## src/rtl/tone_sequencer.sv

```systemverilog
// Queued note player: accepts pitch/octave/duration notes over valid/ready and plays each as a
// timed square wave, followed by a silent gap. Optional volume PWM gating is enabled by VOLUME_PWM_EN.
module tone_sequencer #(
    parameter int CLK_HZ     = 100_000_000,
    parameter int DUR_W      = 16,
    parameter int GAP_MS     = 20,
    parameter int TONE_SHIFT = 0
) (
    input  logic             clk,
    input  logic             rst_n,
    input  logic             in_valid,
    output logic             in_ready,
    input  logic [3:0]       in_note,
    input  logic [1:0]       in_octave,
    input  logic [DUR_W-1:0] in_dur,
    input  logic             abort,
`ifdef VOLUME_PWM_EN
    input  logic [2:0]       volume,
`endif
    output logic             speaker,
    output logic             busy,
    output logic             note_done
);

    localparam logic [1:0] ST_IDLE = 2'd0;
    localparam logic [1:0] ST_PLAY = 2'd1;
    localparam logic [1:0] ST_GAP  = 2'd2;

    localparam int TICK = (CLK_HZ / 1000 > 0) ? CLK_HZ / 1000 : 1;
    localparam int PW   = (TICK > 1) ? $clog2(TICK) : 1;
    localparam logic [PW-1:0]    PRESC_MAX = PW'(TICK - 1);
    localparam logic [DUR_W-1:0] GAP_LEN   = DUR_W'(GAP_MS);
    localparam logic [DUR_W-1:0] MS_ONE    = DUR_W'(1);

    logic [1:0]       state_q, state_d;
    logic [PW-1:0]    presc_q, presc_d;
    logic [DUR_W-1:0] ms_q, ms_d;
    logic [DUR_W-1:0] dur_q, dur_d;
    logic [31:0]      tone_q, tone_d;
    logic [31:0]      hp_q, hp_d;
    logic             pitched_q, pitched_d;
    logic             tone_ph_q, tone_ph_d;
    logic             speaker_q, speaker_d;
    logic             busy_q, busy_d;
    logic             ready_q, ready_d;
    logic             note_done_q, note_done_d;

    logic [31:0] hp_tab, hp_sh, hp_sel;
    logic        xfer, tick;

    // abort wins over a same-cycle request, so it also masks ready
    assign in_ready  = ready_q & ~abort;
    assign xfer      = in_valid & in_ready;
    assign tick      = (presc_q == PRESC_MAX);
    assign speaker   = speaker_q;
    assign busy      = busy_q;
    assign note_done = note_done_q;

    always_comb begin
        case (in_note)
            4'd1:    hp_tab = 32'd381680;
            4'd2:    hp_tab = 32'd340136;
            4'd3:    hp_tab = 32'd303030;
            4'd4:    hp_tab = 32'd285714;
            4'd5:    hp_tab = 32'd255102;
            4'd6:    hp_tab = 32'd227273;
            4'd7:    hp_tab = 32'd202429;
            default: hp_tab = 32'd0;
        endcase
        hp_sh = hp_tab >> TONE_SHIFT;
        case (in_octave)
            2'b01:   hp_sel = hp_sh << 1;
            2'b10:   hp_sel = hp_sh >> 1;
            default: hp_sel = hp_sh;
        endcase
    end

    always_comb begin
        state_d     = state_q;
        presc_d     = presc_q;
        ms_d        = ms_q;
        dur_d       = dur_q;
        tone_d      = tone_q;
        hp_d        = hp_q;
        pitched_d   = pitched_q;
        tone_ph_d   = tone_ph_q;
        note_done_d = 1'b0;

        case (state_q)
            ST_IDLE: begin
                presc_d   = '0;
                ms_d      = '0;
                tone_d    = '0;
                tone_ph_d = 1'b0;
                if (xfer) begin
                    dur_d     = in_dur;
                    hp_d      = hp_sel;
                    pitched_d = (in_note >= 4'd1) && (in_note <= 4'd7);
                    if (in_dur != '0) state_d = ST_PLAY;
                    else              note_done_d = 1'b1;
                end
            end
            ST_PLAY: begin
                presc_d = tick ? '0 : presc_q + 1'b1;
                if (tick) ms_d = ms_q + MS_ONE;
                if (pitched_q) begin
                    if (tone_q + 32'd1 >= hp_q) begin
                        tone_d    = '0;
                        tone_ph_d = ~tone_ph_q;
                    end else begin
                        tone_d = tone_q + 32'd1;
                    end
                end
                // end of note overrides any toggle due in the same cycle
                if (tick && (ms_q + MS_ONE == dur_q)) begin
                    presc_d   = '0;
                    ms_d      = '0;
                    tone_d    = '0;
                    tone_ph_d = 1'b0;
                    if (GAP_MS == 0) begin
                        state_d     = ST_IDLE;
                        note_done_d = 1'b1;
                    end else begin
                        state_d = ST_GAP;
                    end
                end
            end
            ST_GAP: begin
                presc_d = tick ? '0 : presc_q + 1'b1;
                if (tick) ms_d = ms_q + MS_ONE;
                if (tick && (ms_q + MS_ONE == GAP_LEN)) begin
                    state_d     = ST_IDLE;
                    presc_d     = '0;
                    ms_d        = '0;
                    note_done_d = 1'b1;
                end
            end
            default: state_d = ST_IDLE;
        endcase

        if (abort) begin
            state_d     = ST_IDLE;
            presc_d     = '0;
            ms_d        = '0;
            tone_d      = '0;
            tone_ph_d   = 1'b0;
            note_done_d = 1'b0;
        end

        busy_d  = (state_d != ST_IDLE);
        ready_d = (state_d == ST_IDLE);
    end

`ifdef VOLUME_PWM_EN
    logic [2:0] pwm_q;

    always_ff @(posedge clk or negedge rst_n) begin
        if (!rst_n) pwm_q <= '0;
        else        pwm_q <= pwm_q + 3'd1;
    end

    assign speaker_d = tone_ph_d & (pwm_q < volume);
`else
    assign speaker_d = tone_ph_d;
`endif

    always_ff @(posedge clk or negedge rst_n) begin
        if (!rst_n) begin
            state_q     <= ST_IDLE;
            presc_q     <= '0;
            ms_q        <= '0;
            dur_q       <= '0;
            tone_q      <= '0;
            hp_q        <= '0;
            pitched_q   <= 1'b0;
            tone_ph_q   <= 1'b0;
            speaker_q   <= 1'b0;
            busy_q      <= 1'b0;
            ready_q     <= 1'b1;
            note_done_q <= 1'b0;
        end else begin
            state_q     <= state_d;
            presc_q     <= presc_d;
            ms_q        <= ms_d;
            dur_q       <= dur_d;
            tone_q      <= tone_d;
            hp_q        <= hp_d;
            pitched_q   <= pitched_d;
            tone_ph_q   <= tone_ph_d;
            speaker_q   <= speaker_d;
            busy_q      <= busy_d;
            ready_q     <= ready_d;
            note_done_q <= note_done_d;
        end
    end

endmodule

```

## config.mk

```make
export PLATFORM = sky130hd
export DESIGN_NAME = tone_sequencer
export DESIGN_NICKNAME = d
export VERILOG_FILES = /design/src/rtl/tone_sequencer.sv
export SDC_FILE = /design/constraint.sdc
export NUM_CORES = 1
export LEC_CHECK = 0
export ABC_AREA = 0
export CORE_MARGIN = 8
export CORE_UTILIZATION = 25
export CTS_CLUSTER_DIAMETER = 40
export DETAILED_ROUTE_END_ITERATION = 7
export HOLD_SLACK_MARGIN = 0.15
export PLACE_DENSITY_LB_ADDON = 0.12
export SYNTH_ARGS = -nofsm -noshare
export SYNTH_HDL_FRONTEND = slang
export SYNTH_SLANG_ARGS = --single-unit
```

## constraint.sdc

```tcl
create_clock -name clk -period 5.05 [get_ports clk]
set_input_delay 0.7575 -clock clk [delete_from_list [all_inputs] [get_ports clk]]
set_output_delay 0.7575 -clock clk [all_outputs]
set_load 0.005 [all_outputs]
```

==> results.md, run 1 <==
- Starting Density: 25.32%
- Worst skew pair latency: 0.37 ns
- Register share of total power: 47.9%
- First-pass GRT wire length: 37,120 um
- Grt ovf: 0
- First-pass iteration count of the detailed router: 5
- Clk sinks: 108
- Comb pwr share: 18.0%
- Drt wl/cell: 16.90 um
- Worst setup EP type: register
- Static leakage: 3.458 nW
- Yosys top cell area share: 34.57%
- Switching part of the total: 29.91%
- Share of cells above drive strength 1: 6.131%
- Crit start category: register
- Maximum VDD drop: 0.1516 mV
- Drt drc: 0
- Synthesis Warnings: 0
- Synth area leaders: dfrtp_1, nand2_1, ha_1
- # port buffers: 29
- Number of DRC violations after detailed-routing iteration 0: 409
- Final WL: 22,680 um
- Cell Area, Placed: 0.008397 mm2
- Slew @ Worst Pin: 0.8096 ns
- Post-synthesis cell count: 940
- Die Y: 192.0 um
- HP Class: primary input to asynchronous set/reset pin
- Setup TNS: 0 ns
- Nets: 997
- ANT cells: 0
- Hold buffer count at CTS: 0
- Syn Area/Cell: 8.239 um2
- Psw: 0.0006021 W
- Clk pwr share: 34.1%
- Fin crit period: 3.977 ns
- Layout Cells excl Fill: 1,342
- Clock skew: 0.01236 ns
- Fmax: 0.2514 GHz
- Area leader, netlist: dfrtp_1
- Register area share after synthesis: 34.91%
- FF+latch count, synth: 108
- Post_cts resized: 0
- Final Setup Violations: 0
- TritonCTS clock tree: yes
- Final instance area: 0.008661 mm2
- Largest net degree at the start of global routing: 53
- Period utilisation layout: 78.76%
- Synth Net Count: 996
- Die W: 192.0 um
- # rows: 64
- Root Driver: clkbuf_16
- Tot GR Track Use: 12.60%
- Via total after detailed routing: 6,700
- # IOs: 30
- RSZ-0062 raised after global routing: no
- Number of flops mapped to enable cells by yosys: 0
- Clock buffer depth: 2
- Slew HR: 45.86%
- Pwr per Cell Area: 232.5 mW/mm2
- Outcome: completed
- Area grow syn2layout: 11.83%
- # Post-CTS Setup Buffers: 0
- # Max-Cap Violations: 0
- Vias in the first global route: 6,662
- DP HPWL: 16,530 um
- Top_reg_cell synth: dfrtp_1
- Avg Vias per Cell: 4.993
- Final Hold Fails: 0
- CP Data Required Time: 5.33 ns
- H-tree Lvls: 3
- Clock-pin slew on the worst setup and hold paths: 0.07 ns
- Cell area after synthesis: 0.007745 mm2
- Core Box Area: 0.03059 mm2
- Critical Path AT: 4.26 ns
- GPL Wtd Cong: 0.7982
- Crit Path Max Fanout: 15
- Post-route ant nets: 0
- CTS buffer count: 9
- Initial antenna violation count: 0
- Synth unique cells: 79
- Internal power: 0.001411 W
- Crit Path Class: register to register
- Die area: 0.03687 mm2
- Cells after DPL: 1,326
- Synth async-reset ratio: 100.0%
- Fin. max-slew vios: 0
## placed cells by master (no fill, tap or decap), drive strengths merged, types with 5 or more instances in the layout
master	count
o21ai	67
xor2	11
mux2i	9
a211oi	16
a21o	8
or2	10
clkbuf	14
and3	15
nand2	114
buf	14
dfrtp	107
nor3	24
nor2b	16
nor4	17
and2	9
nand2b	9
or3	5
clkdlybuf4s50	28
nand3	48
nand4	26
inv	66
a31oi	14
o211ai	12
xnor2	34
nor2	68
and4	9
o22ai	6
a22o	7
clkinv	5
a21oi	56
ha	30
## metrics by stage
stage / utilization, % / power (W) / hold slack (ns) / setup slack (ns)
5_1_grt: 28.31 / 0.002135 / 0.2446 / 0.7657
4_1_cts: 28.31 / 0.002062 / 0.2327 / 1.044
6_report: 28.31 / 0.002013 / 0.2474 / 1.073
2_1_floorplan: - / 0.001213 / 0.4485 / 1.567
3_3_place_gp: 27.45 / 0.001354 / 0.4676 / 1.114
3_5_place_dp: 27.45 / 0.001353 / 0.4748 / 1.075
## sequential cells by signal (all words and copies together) (netlist names)
signal,cells
tone_q,32
note_done,1
ready_q,1
hp_q,20
dur_q,16
pitched_q,1
state_q,2
busy,1
presc_q,17
speaker,1
ms_q,16
## area by class of cell
type,instances,area [um2]
Clock buffer,14,254.0
Clock inverter,2,10.01
Fill cell,3348,21930
Inverter,69,259.0
Multi-Input combinational cell,711,4553
Sequential cell,108,2704
Tap cell,396,495.5
Timing Repair Buffer,42,385.4
## critical path: stages, from the launching register on
cell and delay (ns):
dfrtp_1 0.46, ha_1 0.29, nand4_4 0.15, or3_4 0.44
or2_1 0.29, or3_1 0.33, xnor2_1 0.20, ha_1 0.28
a21o_1 0.16, a211oi_1 0.25, nand4_1 0.17, nor4_4 0.37
buf_4 0.31, o211ai_1 0.11, o21ai_0 0.09
## power by group through the flow
stage               registers [W]  clock network [W]  logic (W)
floorplan                0.000968                  0   0.000245
global placement         0.000983                  0   0.000371
detailed placement       0.000983                  0   0.000369
CTS                      0.000966           0.000725   0.000371
global route             0.000970           0.000749   0.000416
finish                   0.000965           0.000687   0.000362
## cells in the mapped netlist, drive strengths merged, types with 5 or more instances
master,instances
o21ai,67
nor2b,16
nand2b,9
nor2,68
clkbuf,30
nor3,24
a22o,7
nand2,114
o22ai,6
a21o,8
or3,5
inv,66
or2,10
and3,15
nor4,17
mux2i,9
a21oi,56
xor2,11
o211ai,12
a31oi,14
nand4,26
buf,22
ha,30
and2,9
xnor2,34
dfrtp,107
nand3,48
a211oi,16
and4,9
## routing by layer
| layer | part of all wire, % | track usage, % | vias up |
|---|---|---|---|
| met2 | 49 | 20.98 | 59 |
| met5 | 0 | 0 | - |
| li1 | - | - | 3354 |
| met1 | 47 | 16.55 | 3263 |
| met3 | 1.9 | 2.088 | 24 |
| met4 | 2.0 | 3.613 | 0 |
## worst paths after layout
check	cells past startpoint	slack (ns)	start	end
worst max-delay path	14	1.07	tone_q[0]	tone_q[5]
min in group clk	2	0.49	hp_q[6]	hp_q[6]
worst max register to register	14	1.07	tone_q[0]	tone_q[5]
worst min-delay path	1	0.25	rst_n	ms_q[0]
max in group asynchronous	2	3.85	rst_n	tone_q[4]
worst min register to register	2	0.49	hp_q[6]	hp_q[6]
## kinds of logic (layout without fill, tap and decap cells)
family	count (synthesis)	count (layout)	share of synthesized area, %
XOR/XNOR	46	46	5.380
multiplexers	12	12	1.599
flip-flops	108	108	34.91
adder cells (fa/ha/maj)	30	30	4.847
buffers and inverters	121	127	6.414
AND/OR/NAND/NOR	391	391	26.69
AO/OA/AOI/OAI	232	232	20.16
No activity file was read; power rests on OpenSTA's default activity.
==> run 2, diff against run 1 <==
- clock period: 5.05 -> 3.45 ns (I/O delays scaled with it)
==> results.md, run 2 (synthesis gave the netlist of run 1 again) <==
- Grt ovf: 0 (unchanged)
- Biggest register: tone_q
- Setup TNS: 0 ns (unchanged)
- Initial antenna violation count: 0 (unchanged)
- First-pass GRT wire length: 38,050 um (+2.5%)
- Fin. max-slew vios: 0 (unchanged)
- Clock buffer depth: 2 (unchanged)
- Drt wl/cell: 16.67 um (-1.4%)
- Crit Path Max Fanout: 6 (-9)
- Total Power: 0.003046 W (+51%)
- TritonCTS clock tree: yes
- # IOs: 30 (unchanged)
- HP Class: register to register
- Maximum VDD drop: 0.2179 mV (+44%)
- Final instance area: 0.009240 mm2 (+6.7%)
- Die Y: 192.0 um (unchanged)
- Cell Area, Placed: 0.008785 mm2 (+4.6%)
- # Max-Cap Violations: 0 (unchanged)
- First-pass iteration count of the detailed router: 4 (-1)
- Layout Cells excl Fill: 1,394 (+3.9%)
- Most common cell after layout, fill and taps aside: nand2_1
- # fillers: 3,303 (-1.3%)
- Drt drc: 0 (unchanged)
- Comb pwr share: 18.3% (+0.3 points)
- Clk pwr share: 35.3% (+1.2 points)
- Slew HR: 49.35% (+3.5 points)
- Cells after DPL: 1,371 (+3.4%)
- Vias in the first global route: 6,795 (+2.0%)
- GPL Wtd Cong: 0.8191 (+2.6%)
- Seq. cell area: 0.002704 mm2 (unchanged)
- Nets: 1,049 (+5.2%)
- Grt peak-use layer: met2
- Worst skew pair latency: 0.36 ns (about the same)
- Crit Path Class: register to register
- Max reg flops: 32 (unchanged)
- Root Driver: clkbuf_16
- Finished Core Util: 30.21% (+1.9 points)
- Starting Density: 25.32% (unchanged)
- RSZ-0062 raised after global routing: yes
- Static leakage: 3.778 nW (+9.3%)
- Post-route ant nets: 0 (unchanged)
- DP HPWL: 17,320 um (+4.8%)
- Clk sinks: 108 (unchanged)
- Number of DRC violations after detailed-routing iteration 0: 450 (+10%)
- # port buffers: 29 (unchanged)
- GRT met2 Usage: 21.76% (+0.77 points)
- Pwr per Cell Area: 329.7 mW/mm2 (+42%)
- Fmax: 0.2927 GHz (+16%)
- Met3 Use GR: 1.906% (-0.18 points)
- CTS buffer count: 9 (unchanged)
- Die area: 0.03687 mm2 (unchanged)
- Grt met1 use: 16.90% (+0.35 points)
- Final WL: 23,240 um (+2.5%)
- Tot GR Track Use: 12.96% (+0.36 points)
- Psw: 0.0009063 W (+51%)
- Share of cells above drive strength 1: 12.83% (+6.7 points)
- Clock-pin slew on the worst setup and hold paths: 0.07 ns (about the same)
- Internal power: 0.002140 W (+52%)
- Die W: 192.0 um (unchanged)
- Area grow syn2layout: 19.31%
- ANT cells: 0 (unchanged)
- Via total after detailed routing: 6,868 (+2.5%)
- Crit start category: register
- Final Hold Fails: 0 (unchanged)
- Biggest regs: tone_q (32), hp_q (20), presc_q (17)
- Largest net degree at the start of global routing: 55 (+3.8%)
- CP Data Required Time: 3.74 ns (-1.59 ns)
- Slew @ Worst Pin: 0.7598 ns (-0.04988 ns)
- Critical Path AT: 3.71 ns (-0.55 ns)
- Avg Vias per Cell: 4.927 (-1.3%)
- Worst setup EP type: register
- H-tree Lvls: 3 (unchanged)
- Most frequent cells in the layout: nand2_1, dfrtp_1, nor2_1
- Final Setup Violations: 0 (unchanged)
- Fin crit period: 3.416 ns (-0.5613 ns)
- Outcome: completed
- Switching part of the total: 29.75% (-0.15 points)
- Clock skew: 0.007764 ns (-0.004597 ns)
- Core Box Area: 0.03059 mm2 (unchanged)
- Multi-input gate area in the final layout: 0.004659 mm2 (+2.3%)
- Register share of total power: 46.4% (-1.5 points)
- Period utilisation layout: 99.02% (+20 points)
- # rows: 64 (unchanged)
run 2: cell count changes in the layout (fill, tap and decap cells not counted), moves of 3 or more:
cell	before	now
buf_4	14	59
xnor2_1	34	30
o21ai_0	65	57
o21ai_1	2	9
or3_1	4	1
or3_4	1	4
buf_12	0	4
xnor2_2	0	4
run 2: metrics by stage:
stage / worst slack, ns / hold WS [ns]
3_3_place_gp: -0.09874 / 0.3304
6_report: 0.03394 / 0.4828
3_5_place_dp: -0.1640 / 0.3321
5_1_grt: -0.1630 / 0.4883
2_1_floorplan: 0.03578 / 0.2219
4_1_cts: -0.01542 / 0.4765
run 2: power groups by stage:
stage / clock [W] / sequential (W) / combinational (W)
3_3_place_gp: 0 / 0.00144 / 0.000558
6_report: 0.00107 / 0.00141 / 0.000558
4_1_cts: 0.00113 / 0.00142 / 0.000558
2_1_floorplan: 0 / 0.00142 / 0.000359
3_5_place_dp: 0 / 0.00144 / 0.000552
5_1_grt: 0.00118 / 0.00143 / 0.000635
run 2: routing by layer:
metal / vias up / wire, um
li1: 3473 / -
met1: 3268 / 10890
met2: 103 / 11320
met3: 24 / 570
met4: 0 / 465
met5: - / 0
run 2: critical path, cell delays in order, from the launching register on:
cell and delay (ns):
dfrtp_1 0.40, ha_4 0.16, nand4_4 0.06, or3_4 0.34
or2_4 0.24, or3_4 0.34, xnor2_2 0.15, ha_1 0.30
nand4_1 0.14, a311oi_2 0.36, nor4_4 0.09, buf_6 0.15
or4b_1 0.46, a31oi_1 0.13
run 2: path summary, 6_finish.rpt:
| check | cells past startpoint | end | startpoint | slack (ns) |
|---|---|---|---|---|
| worst max register to register | 13 | speaker | tone_q[0] | 0.03 |
| min in group asynchronous | 2 | ms_q[2] | rst_n | 0.49 |
| worst max-delay path | 13 | speaker | tone_q[0] | 0.03 |
| worst min register to register | 2 | hp_q[18] | hp_q[18] | 0.48 |
| worst min-delay path | 2 | hp_q[18] | hp_q[18] | 0.48 |
| max in group asynchronous | 3 | tone_q[2] | rst_n | 2.02 |
run 2: final cells by class:
| type | instances | share of cell area (%) |
|---|---|---|
| multi-input cells | 711 | 50.43 |
| well taps | 396 | 5.362 |
| clock buffers | 12 | 2.559 |
| repair buffers | 94 | 9.045 |
| inverters | 69 | 2.803 |
| clock inverters | 4 | 0.5416 |
| flip-flops and latches | 108 | 29.26 |
run 2: repair_timing:
| action | 4_1_cts | 5_1_grt |
|---|---|---|
| gates resized for setup | 9 | 21 |
| hold endpoints to repair | 4 | 0 |
| pin swaps | 8 | 12 |
| endpoints found under the setup margin | 21 | 21 |
| gates cloned | 0 | 0 |
| setup buffers | 1 | 5 |
| hold buffers | 1 | 0 |
==> run 3, diff against run 2 <==
- PLACE_DENSITY: default -> 0.47
- PLACE_DENSITY_LB_ADDON: 0.12 -> default
- clock period: 3.45 -> 4 ns (I/O delays scaled with it)
==> results.md, run 3 (synthesis gave the netlist of run 1 again) <==
- Largest net degree at the start of global routing: 60 (+9.1%)
- DP HPWL: 15,520 um (-10%)
- Die W: 192.0 um (unchanged)
- Crit Path Max Fanout: 15 (+9)
- # Max-Cap Violations: 0 (unchanged)
- Die area: 0.03687 mm2 (unchanged)
- # IOs: 30 (unchanged)
- TritonCTS clock tree: yes
- Max reg flops: 32 (unchanged)
- Crit start category: register
- Most frequent cells in the layout: nand2_1, dfrtp_1, nor2_1
- First-pass GRT wire length: 35,300 um (-7.2%)
- Maximum VDD drop: 0.2170 mV (-0.38%)
- ANT cells: 0 (unchanged)
- Clock-pin slew on the worst setup and hold paths: 0.08 ns (about the same)
- HP Class: primary input to asynchronous set/reset pin
- GPL Wtd Cong: 0.8214 (+0.28%)
- CP peak stage delay: 0.43 ns (-0.03 ns)
- Clk sinks: 108 (unchanged)
- # fillers: 3,306 (+0.091%)
- Grt ovf: 0 (unchanged)
- Share of cells above drive strength 1: 7.248% (-5.6 points)
- Most common cell after layout, fill and taps aside: nand2_1
- # rows: 64 (unchanged)
- CP Data Required Time: 4.29 ns (+0.55 ns)
- Cell Area, Placed: 0.008452 mm2 (-3.8%)
- H-tree Lvls: 3 (unchanged)
- Worst setup EP type: register
- Final Setup Violations: 0 (unchanged)
- # port buffers: 29 (unchanged)
- Post-route ant nets: 0 (unchanged)
- Number of DRC violations after detailed-routing iteration 0: 390 (-13%)
- Final instance area: 0.008793 mm2 (-4.8%)
- Initial antenna violation count: 0 (unchanged)
- Fmax: 0.2680 GHz (-8.4%)
- Drt wl/cell: 15.78 um (-5.3%)
- CP cell instances: ha_2, nand4_4, or3_4, or2_1, and2_1, or2_2, ha_1, a21o_1, a21o_1, a211oi_1, nand4_1, nor4_4, buf_4, buf_12, o211ai_1, o21ai_1
- Dpl ws: 0.1900 ns (+0.3539 ns)
- Final Hold Fails: 0 (unchanged)
- Outcome: completed
- Vias in the first global route: 6,673 (-1.8%)
- Slew @ Worst Pin: 0.7462 ns (-0.01359 ns)
- Biggest regs: tone_q (32), hp_q (20), presc_q (17)
- Fin crit period: 3.731 ns (+0.3152 ns)
- Period utilisation layout: 93.28% (-5.7 points)
- Setup TNS: 0 ns (unchanged)
- Clock buffer depth: 2 (unchanged)
- CTS buffer count: 9 (unchanged)
- Die Y: 192.0 um (unchanged)
- Worst skew pair latency: 0.37 ns (about the same)
- Tot GR Track Use: 11.78% (-1.2 points)
- Buffers & Inverters on Critical Path: 2 (+1)
- Fin. max-slew vios: 0 (unchanged)
- Finished Core Util: 28.75% (-1.5 points)
- Worst path slowest cell: or3_4
- Crit Path Class: register to register
- First-pass iteration count of the detailed router: 5 (+1)
- Root Driver: clkbuf_16
- Static leakage: 3.519 nW (-6.8%)
- Core Box Area: 0.03059 mm2 (unchanged)
- Critical Path AT: 4.02 ns (+0.31 ns)
- Avg Vias per Cell: 4.976 (+1.0%)
- Hold buffer count at CTS: 0 (-1)
- Slew HR: 50.07% (+0.72 points)
- CP delay by family, top: simple AND/OR/NAND/NOR gates
- Multi-input gate area in the final layout: 0.004556 mm2 (-2.2%)
- Starting Density: 25.32% (unchanged)
- Crit path top cell by count: a21o_1
- Drt drc: 0 (unchanged)
- Final WL: 21,270 um (-8.5%)
- Via total after detailed routing: 6,708 (-2.3%)
- RSZ-0062 raised after global routing: no
- Fin worst setup slack: 0.2688 ns (+0.2348 ns)
- Area grow syn2layout: 13.54%
- Pwr per Cell Area: 303.8 mW/mm2 (-7.8%)
- Nets: 1,003 (-4.4%)
- Biggest register: tone_q
- Seq. cell area: 0.002704 mm2 (unchanged)
- Clock skew: 0.01010 ns (+0.002331 ns)
-- run 3: final cells by class --
type,count,share of cell area [%]
clock buffer,9,2.561
inverter,69,2.945
tap,396,5.635
multi-input combinational,711,51.81
timing repair buffer,48,5.179
sequential,108,30.75
clock inverter,7,1.124
-- run 3: layer usage --
metal  share of wire (%)  GRT usage (%)  up-vias
met4                 1.3          2.938        0
met1                  48          15.43     3259
met3                 2.3          2.070       16
met2                  48          19.80       61
li1                    -              -     3372
met5                   0              0        -
-- run 3: per-stage QoR --
step	hold slack (ns)	std cells	power, W
2_1_floorplan	0.3044	940	0.001531
3_3_place_gp	0.4699	1330	0.001702
3_5_place_dp	0.4738	1330	0.001705
4_1_cts	0.2824	1346	0.002724
5_1_grt	0.3141	1348	0.002813
6_report	0.2626	1348	0.002672
-- run 3: repair_timing --
item / in CTS / in global routing
setup endpoints to repair: 0 / 18
resized for setup: 0 / 1
setup buffers: 0 / 2
-- run 3: power breakdown --
group,switching (W),internal [W]
sequential,0.0000500,0.00117
clock,0.000443,0.000553
combinational,0.000281,0.000178
-- run 3: worst paths after layout --
path	start	slack, ns	to	cells after the start
max	tone_q[1]	0.27	tone_q[2]	16
min	rst_n	0.26	ms_q[2]	1
max reg2reg	tone_q[1]	0.27	tone_q[2]	16
min reg2reg	hp_q[10]	0.49	hp_q[10]	2
max in group asynchronous	rst_n	2.95	ready_q	2
min in group clk	hp_q[10]	0.49	hp_q[10]	2
